## config.mk

```make
export PLATFORM = sky130hd
export DESIGN_NAME = dram_req_arbiter
export DESIGN_NICKNAME = d
export VERILOG_FILES = /design/src/rtl/dram_req_arbiter.sv
export SDC_FILE = /design/constraint.sdc
export NUM_CORES = 1
export LEC_CHECK = 0
export CORE_AREA = 4 4 130 132
export CTS_BUF_LIST = sky130_fd_sc_hd__clkbuf_8
export DETAILED_ROUTE_END_ITERATION = 7
export DIE_AREA = 0 0 134 136
export PLACE_DENSITY = 0.74
export SLEW_MARGIN = 0
export SYNTH_ARGS = -nofsm -noshare
export SYNTH_HDL_FRONTEND = slang
export SYNTH_SLANG_ARGS = --single-unit
```

## constraint.sdc

```tcl
create_clock -name clk -period 3.72 [get_ports clk]
set_clock_uncertainty 0.15 [all_clocks]
set_input_delay 0.744 -clock clk [delete_from_list [all_inputs] [get_ports clk]]
set_output_delay 0.744 -clock clk [all_outputs]
set_load 0.01 [all_outputs]
```

## src/rtl/dram_req_arbiter.sv

```systemverilog
// dram_req_arbiter
//   Round-robin arbiter/sequencer that shares one DRAM burst port among
//   NUM_REQ requesters. It serves one burst at a time:
//   IDLE -> ISSUE -> BURST -> RECOVER -> IDLE.
//   A watchdog aborts a burst that runs MAX_WAIT cycles without dram_complete.
//
// Ports
//   clk, rst_n            clock, synchronous active-low reset
//   req_valid/we/addr/wdata   per-requester request (packed buses)
//   req_accept            one-hot pulse when a request is latched
//   req_wbeat             one-hot, current write beat consumed this cycle
//   req_rvalid/req_rdata  registered read beat for the granted requester
//   req_done / req_err    one-hot pulse, burst completed / aborted
//   addr, read_en, write_en, wdata    to DRAM
//   dram_ready, dram_complete, valid, rdata    from DRAM
module dram_req_arbiter #(
  parameter int NUM_REQ            = 4,
  parameter int ADDRESS_LEN        = 16,
  parameter int BURST_ACCESS_WIDTH = 32,
  parameter int RECOVERY_CYCLES    = 8,
  parameter int MAX_WAIT           = 256
) (
  input  logic                                  clk,
  input  logic                                  rst_n,
  input  logic [NUM_REQ-1:0]                    req_valid,
  input  logic [NUM_REQ-1:0]                    req_we,
  input  logic [NUM_REQ*ADDRESS_LEN-1:0]        req_addr,
  input  logic [NUM_REQ*BURST_ACCESS_WIDTH-1:0] req_wdata,
  output logic [NUM_REQ-1:0]                    req_accept,
  output logic [NUM_REQ-1:0]                    req_wbeat,
  output logic [NUM_REQ-1:0]                    req_rvalid,
  output logic [BURST_ACCESS_WIDTH-1:0]         req_rdata,
  output logic [NUM_REQ-1:0]                    req_done,
  output logic [NUM_REQ-1:0]                    req_err,
  output logic [ADDRESS_LEN-1:0]                addr,
  output logic                                  read_en,
  output logic                                  write_en,
  output logic [BURST_ACCESS_WIDTH-1:0]         wdata,
  input  logic                                  dram_ready,
  input  logic                                  dram_complete,
  input  logic                                  valid,
  input  logic [BURST_ACCESS_WIDTH-1:0]         rdata
);
  localparam int IW = (NUM_REQ > 1) ? $clog2(NUM_REQ) : 1;
  localparam int WW = $clog2(MAX_WAIT + 1);
  localparam int RW = $clog2(RECOVERY_CYCLES + 1);
  localparam int BW = BURST_ACCESS_WIDTH;
  localparam int AL = ADDRESS_LEN;

  typedef enum logic [1:0] {IDLE, ISSUE, BURST, RECOVER} state_t;

  state_t                state_q, state_d;
  logic [IW-1:0]         idx_q, idx_d;
  logic [IW-1:0]         rr_ptr_q, rr_ptr_d;
  logic                  we_q, we_d;
  logic [AL-1:0]         addr_q, addr_d;
  logic                  rd_en_q, rd_en_d;
  logic                  wr_en_q, wr_en_d;
  logic [WW-1:0]         wd_q, wd_d;
  logic [RW-1:0]         rc_q, rc_d;
  logic [NUM_REQ-1:0]    accept_q, accept_d;
  logic [NUM_REQ-1:0]    done_q, done_d;
  logic [NUM_REQ-1:0]    err_q, err_d;
  logic [NUM_REQ-1:0]    rvalid_q, rvalid_d;
  logic [BW-1:0]         rdata_q, rdata_d;

  logic                  pick_vld;
  logic [IW-1:0]         pick_idx;
  logic                  grant;

  // Round-robin pick: walk offsets from the far end down to 0 so the
  // requester closest to rr_ptr (offset 0 first) is the last, winning write.
  always_comb begin
    pick_vld = 1'b0;
    pick_idx = '0;
    for (int k = NUM_REQ - 1; k >= 0; k--) begin
      if (req_valid[(int'(rr_ptr_q) + k) % NUM_REQ]) begin
        pick_vld = 1'b1;
        pick_idx = IW'((int'(rr_ptr_q) + k) % NUM_REQ);
      end
    end
  end

  always_comb begin
    state_d  = state_q;
    idx_d    = idx_q;
    rr_ptr_d = rr_ptr_q;
    we_d     = we_q;
    addr_d   = addr_q;
    rd_en_d  = rd_en_q;
    wr_en_d  = wr_en_q;
    wd_d     = wd_q;
    rc_d     = rc_q;
    accept_d = '0;
    done_d   = '0;
    err_d    = '0;
    rvalid_d = '0;
    rdata_d  = rdata_q;
    case (state_q)
      IDLE: begin
        if (pick_vld) begin
          idx_d              = pick_idx;
          we_d               = req_we[pick_idx];
          addr_d             = req_addr[int'(pick_idx)*AL +: AL];
          accept_d[pick_idx] = 1'b1;
          rr_ptr_d           = (pick_idx == IW'(NUM_REQ - 1)) ? '0 : pick_idx + IW'(1);
          state_d            = ISSUE;
        end
      end
      ISSUE: begin
        if (dram_ready) begin
          rd_en_d = ~we_q;
          wr_en_d = we_q;
          wd_d    = '0;
          state_d = BURST;
        end
      end
      BURST: begin
        if (!we_q && valid) begin
          rvalid_d[idx_q] = 1'b1;
          rdata_d         = rdata;
        end
        // Completion is checked first so it wins over a coincident timeout.
        if (dram_complete) begin
          rd_en_d       = 1'b0;
          wr_en_d       = 1'b0;
          done_d[idx_q] = 1'b1;
          rc_d          = '0;
          state_d       = RECOVER;
        end else if (wd_q >= WW'(MAX_WAIT - 1)) begin
          rd_en_d      = 1'b0;
          wr_en_d      = 1'b0;
          err_d[idx_q] = 1'b1;
          rc_d         = '0;
          state_d      = RECOVER;
        end else begin
          wd_d = wd_q + WW'(1);
        end
      end
      RECOVER: begin
        if (rc_q >= RW'(RECOVERY_CYCLES - 1)) state_d = IDLE;
        else                                 rc_d    = rc_q + RW'(1);
      end
      default: state_d = IDLE;
    endcase
  end

  always_ff @(posedge clk) begin
    if (!rst_n) begin
      state_q  <= IDLE;
      idx_q    <= '0;
      rr_ptr_q <= '0;
      we_q     <= 1'b0;
      addr_q   <= '0;
      rd_en_q  <= 1'b0;
      wr_en_q  <= 1'b0;
      wd_q     <= '0;
      rc_q     <= '0;
      accept_q <= '0;
      done_q   <= '0;
      err_q    <= '0;
      rvalid_q <= '0;
      rdata_q  <= '0;
    end else begin
      state_q  <= state_d;
      idx_q    <= idx_d;
      rr_ptr_q <= rr_ptr_d;
      we_q     <= we_d;
      addr_q   <= addr_d;
      rd_en_q  <= rd_en_d;
      wr_en_q  <= wr_en_d;
      wd_q     <= wd_d;
      rc_q     <= rc_d;
      accept_q <= accept_d;
      done_q   <= done_d;
      err_q    <= err_d;
      rvalid_q <= rvalid_d;
      rdata_q  <= rdata_d;
    end
  end

  // A grant is held from accept until the burst ends.
  assign grant = (state_q == ISSUE) || (state_q == BURST);

  // Write beats pass straight through so the DRAM sees the requester's
  // current beat in the same cycle it pulses valid.
  always_comb begin
    req_wbeat = '0;
    wdata     = '0;
    if (state_q == BURST && we_q) begin
      wdata            = req_wdata[int'(idx_q)*BW +: BW];
      req_wbeat[idx_q] = valid;
    end
  end

  assign addr       = grant ? addr_q : '0;
  assign read_en    = rd_en_q;
  assign write_en   = wr_en_q;
  assign req_accept = accept_q;
  assign req_done   = done_q;
  assign req_err    = err_q;
  assign req_rvalid = rvalid_q;
  assign req_rdata  = rdata_q;

endmodule

```

# Word level (Yosys, flattened, before mapping)
# Index checks and enable logic that the tools add are counted.
word_totals:
  ff_bits: 86
  inputBits: 237
op_classes:
  addsub: 6
  n_lt_le_gt_ge: 10
  eq_ne: 11
  shift: 2
  n_mux: 49
  bitwise_logic: 8
  reduce_logical: 22
ops:
  columns: ["op", "count"]
  rows:
  - ["$shiftx 128x8->32", 1]
  - ["$shiftx 64x7->16", 1]
  - ["$mux 32", 1]
  - ["$mux 9", 3]
  - ["$mux 2", 10]
  - ["$mux 1", 18]
  - ["$pmux 9 s2", 1]
  - ["$mux 16", 1]
  - ["$mux 4", 4]
  - ["$reduce_and 3->1", 5]
  - ["$lt 3x4->1 const B", 3]
  - ["$ne 2x2->1 const B", 6]
  - ["$bmux 1 s2", 5]
  - ["$add 9x1->9 const B", 1]
  - ["$ge 9x8->1 const B", 1]
  - ["$lt 2x3->1 const B", 3]
  - ["$pmux 2 s4", 1]
  - ["$pmux 4 s2", 1]
  - ["$reduce_and 4->1", 2]
  - ["$eq 2x2->1 const B", 3]
  - ["$reduce_or 2->1", 3]
  - ["$add 2x1->2 const B", 2]
  - ["$add 2x2->2 const B", 2]
  - ["$add 4x1->4 const B", 1]
  - ["other kinds (16)", 29]

# Longest topological paths before layout
depth:
  ltp_word: 14
  ltp_mapped: 9

# Worst setup path after synthesis
# Ideal clock, no wire load.
synth_path:
  path_type: "input -> register"
  startpoint: "input port req_valid[2]"
  endpoint: "register addr_q[5]"
  setup_ns: 0.122
  arrival_ns: 2.431
  required_ns: 3.448
  path_slack_ns: 1.017
  path_stages: 7
  n_path_buf: 2
  cell_sequence: "nor2b_1 > or4b_1 > and2_4 > buf_6 > buf_12 > mux2_4 > a221o_1"
synth_via:
  elab_chain_len: 8
  word_cells_on_any_way: 21
  cone_classes: "1 x shift; 19 x mux; 1 x reduce/logical"
synth_rtl:
  columns: ["item", "line_no", "source"]
  rows:
  - ["start, declared", "25", "input logic [NUM_REQ-1:0] req_valid,"]
  - ["$bmux 1 s2", "77", "if (req_valid[(int'(rr_ptr_q) + k) % NUM_REQ]) begin"]
  - ["$mux 1 (not written as such) (2 in series)", "77", null]
  - ["$mux 2 / $mux 1 (equally long branches) (4 in series)", "77", null]
  - ["$shiftx 64x7->16 / $reduce_and 2->1 (equally long branches)", null, null]
  - ["end signal, assigned", "169", "addr_q <= addr_d;"]
  - ["end, declared", "56", "logic [AL-1:0] addr_q, addr_d;"]
# Parallel ways exist; a longest one is shown, timed or not. The select of a mux whose other input is x is not followed.
# A chain may end at the register's enable or synchronous reset.

# Worst setup path in the final report
layout_path:
  startpoint: "input port req_wdata[102]"
  endpoint: "output port wdata[6]"
layout_via:
  elab_chain_len: 2
layout_rtl:
  columns: ["item", "line_no", "source"]
  rows:
  - ["start, declared", "28", "input logic [NUM_REQ*BURST_ACCESS_WIDTH-1:0] req_wdata,"]
  - ["$shiftx 128x8->32", "191", "wdata = req_wdata[int'(idx_q)*BW +: BW];"]
  - ["$mux 32", "190", "if (state_q == BURST && we_q) begin"]
  - ["end, declared", "38", "output logic [BURST_ACCESS_WIDTH-1:0] wdata,"]
# Every way passes these cells.

==> results.json <==
{
  "outcome": "complete, no violations",
  "cts_tree": "yes",
  "antenna_found_initial": 0,
  "irDropWorstVdd_mv": 0.205,
  "vias": 5280,
  "grt_pass1_vias": 5354,
  "dpl.hpwl_um": 15300,
  "die-area_sq_mm": 0.0182,
  "netlist_area_sq_mm": 0.00507,
  "htree_levels": 3,
  "drtPass1Iterations": 4,
  "path_clk_slew_ns": 0.09,
  "areaGrowthSynthToFinish_pct": 75.4,
  "synth.most_common_cell": "nand2_1",
  "wl_per_cell_um": 18.2,
  "yosysSeqAreaShare_pct": 34.0,
  "max_stage_delay_ns": 0.49,
  "worst-path-max-fanout": 1,
  "grt_overflow": 0,
  "routed_wl_um": 19400,
  "tns_ns": 0,
  "maxSlewViolCount": 0,
  "p_leak_uw": 0.00338,
  "synth_commonest_cells": "nand2_1, dfxtp_1, and3_1",
  "grt_pass1_wl_um": 29500,
  "finalCritPeriodShare_pct": 87.5,
  "ys_ff_latch": 86,
  "core_sq_mm": 0.0157,
  "cp-start-kind": "primary input",
  "clkLatencyLatePin_ns": 0.37,
  "synth-main-ff-cell": "dfxtp_1",
  "synth_edf_count": 0,
  "antennaDiodeCount": 0,
  "clock-sinks": 86,
  "fp.dieW_um": 134,
  "drc": 0,
  "crit_slowest_cell": "mux4_2",
  "dieHeight_um": 136,
  "grt_max_degree": 41,
  "worst_pin_slew_ns": 0.705,
  "hold_viol": 0,
  "cts-root-buf": "clkbuf_8",
  "required_ns": 2.83,
  "setup_violations": 0,
  "drive_gt1_share_pct": 11.1,
  "crit_type": "in2out",
  "place.gp.congestion": 0.899,
  "crit_top_cell": "clkdlybuf4s50_1",
  "post_cts_buffers": 0,
  "maxCapViolations": 0,
  "nFillCells": 1442,
  "synthArstFlopShare_pct": 0,
  "grt_usage_pct": 20.7,
  "fp-row-count": 46,
  "pre_cts_ws_ns": 0.454,
  "io_buffers": 338,
  "slew_headroom_pct": 53.0,
  "synth_cells": 528,
  "min_period_ns": 3.26,
  "cts_buffers": 9,
  "crit_chain": "clkdlybuf4s50_1, mux4_2, and3_1, clkdlybuf4s50_1",
  "syn_avg_cell_area_sq_um": 9.60,
  "worst-r2r-cell-count": 10,
  "worstSetupEndpointType": "output port",
  "hold_class": "reg2reg",
  "rsz0062_at_grt": "no",
  "worstPathArrival_ns": 2.36,
  "synth_cell_types": 55,
  "ant_nets": 0,
  "postCtsHoldBufs": 0,
  "post_cts_resized": 0,
  "nNetsFinal": 1099,
  "synth_nets": 777,
  "viasPerCell": 4.93,
  "synthTopCellsByArea": "dfxtp_1, mux4_2, and3_1, nand2_1, a21boi_0",
  "clock.fmax_mhz": 307,
  "io_pins": 339,
  "first_iter_violations": 334,
  "power_density_mw_per_mm2": 431,
  "yosys.area.top_type": "dfxtp_1",
  "timing.final.ws_setup_ns": 0.464,
  "cts_max_path_buffers": 2,
  "hold_path_depth": 2,
  "yosysWarnings": 0,
  "synth.top_cell.area_share_pct": 34.0,
  "initial_core_util_pct": 32.3
}
==> layout by cell type (no fill, tap or decap), types with 15 or more instances in the layout <==
cell	count
mux2_2	15
clkdlybuf4s50_1	337
and3_1	56
nand2_1	89
a21boi_0	37
and2_1	21
mux4_2	32
dfxtp_1	84
a221o_1	16
nor2_1	25
==> report_power, final <==
part / switching, uW / internal (uW) / leakage, uW / total (uW)
clock network: 350 / 347 / 0.000111 / 697
registers: 129 / 1090 / 0.000700 / 1220
logic: 846 / 1070 / 0.00257 / 1920
total: 1320 / 2510 / 0.00338 / 3830
==> cell families after synthesis <==
group                    share of synthesized area [%]
AO/OA/AOI/OAI                                     12.5
XOR/XNOR                                         0.864
adder cells (fa/ha/maj)                           2.96
buffers and inverters                             4.32
flip-flops                                        34.0
multiplexers                                      22.7
AND/OR/NAND/NOR                                   22.7
==> sequential cells by signal, summed over array words and instances, names as in the netlist <==
| name | count |
|---|---|
| idx_q | 2 |
| rr_ptr_q | 2 |
| read_en | 1 |
| req_err | 4 |
| write_en | 1 |
| req_rvalid | 4 |
| req_rdata | 32 |
| addr_q | 16 |
| we_q | 1 |
| rc_q | 4 |
| state_q | 2 |
| req_done | 4 |
| wd_q | 9 |
| req_accept | 4 |
==> per-layer routing <==
metal	up-vias	track usage (%)	part of all wire (%)
met1	2463	24.2	40
met3	26	6.33	8.5
met2	236	37.0	50
li1	2555	-	-
met5	-	0	0
met4	0	5.43	1.8
==> area by class of cell <==
type / instances / area (sq um) / share of cell area, %
tap: 216 / 270 / 3.04
inverter: 6 / 22.5 / 0.253
clock buffer: 11 / 151 / 1.70
sequential: 86 / 1720 / 19.4
clock inverter: 5 / 56.3 / 0.633
timing repair buffer: 353 / 3530 / 39.7
multi-input combinational: 394 / 3140 / 35.3
==> stage by stage <==
| stage | util (%) | hold slack (ns) | cell area (sq um) | total power, uW | instances |
|---|---|---|---|---|---|
| 6_report | 56.6 | 0.312 | 8890 | 3830 | 1071 |
| 5_1_grt | 56.6 | 0.334 | 8890 | 4090 | 1071 |
| 4_1_cts | 56.6 | 0.317 | 8890 | 3890 | 1071 |
| 3_5_place_dp | 55.3 | 0.305 | 8690 | 3170 | 1055 |
| 3_3_place_gp | 55.3 | 0.299 | 8690 | 3150 | 1055 |
| 2_1_floorplan | - | 0.281 | 5070 | 2370 | 528 |
==> final timing paths <==
path	to	slack, ns	from
max reg2reg	wd_q[6]$_SDFFE_PN0P_	1.14	wd_q[0]$_SDFFE_PN0P_
max	wdata[6]	0.46	req_wdata[102]
min reg2reg	req_rdata[26]$_SDFFE_PN0P_	0.31	req_rdata[26]$_SDFFE_PN0P_
min	req_rdata[26]$_SDFFE_PN0P_	0.31	req_rdata[26]$_SDFFE_PN0P_
==> worst max-delay path, delay by kind of cell <==
kind	cells	cell delay, ns
buffers and inverters	2	0.94
and+or+nand+nor	1	0.19
muxes	1	0.49
Power figures use the tool's default switching activity.
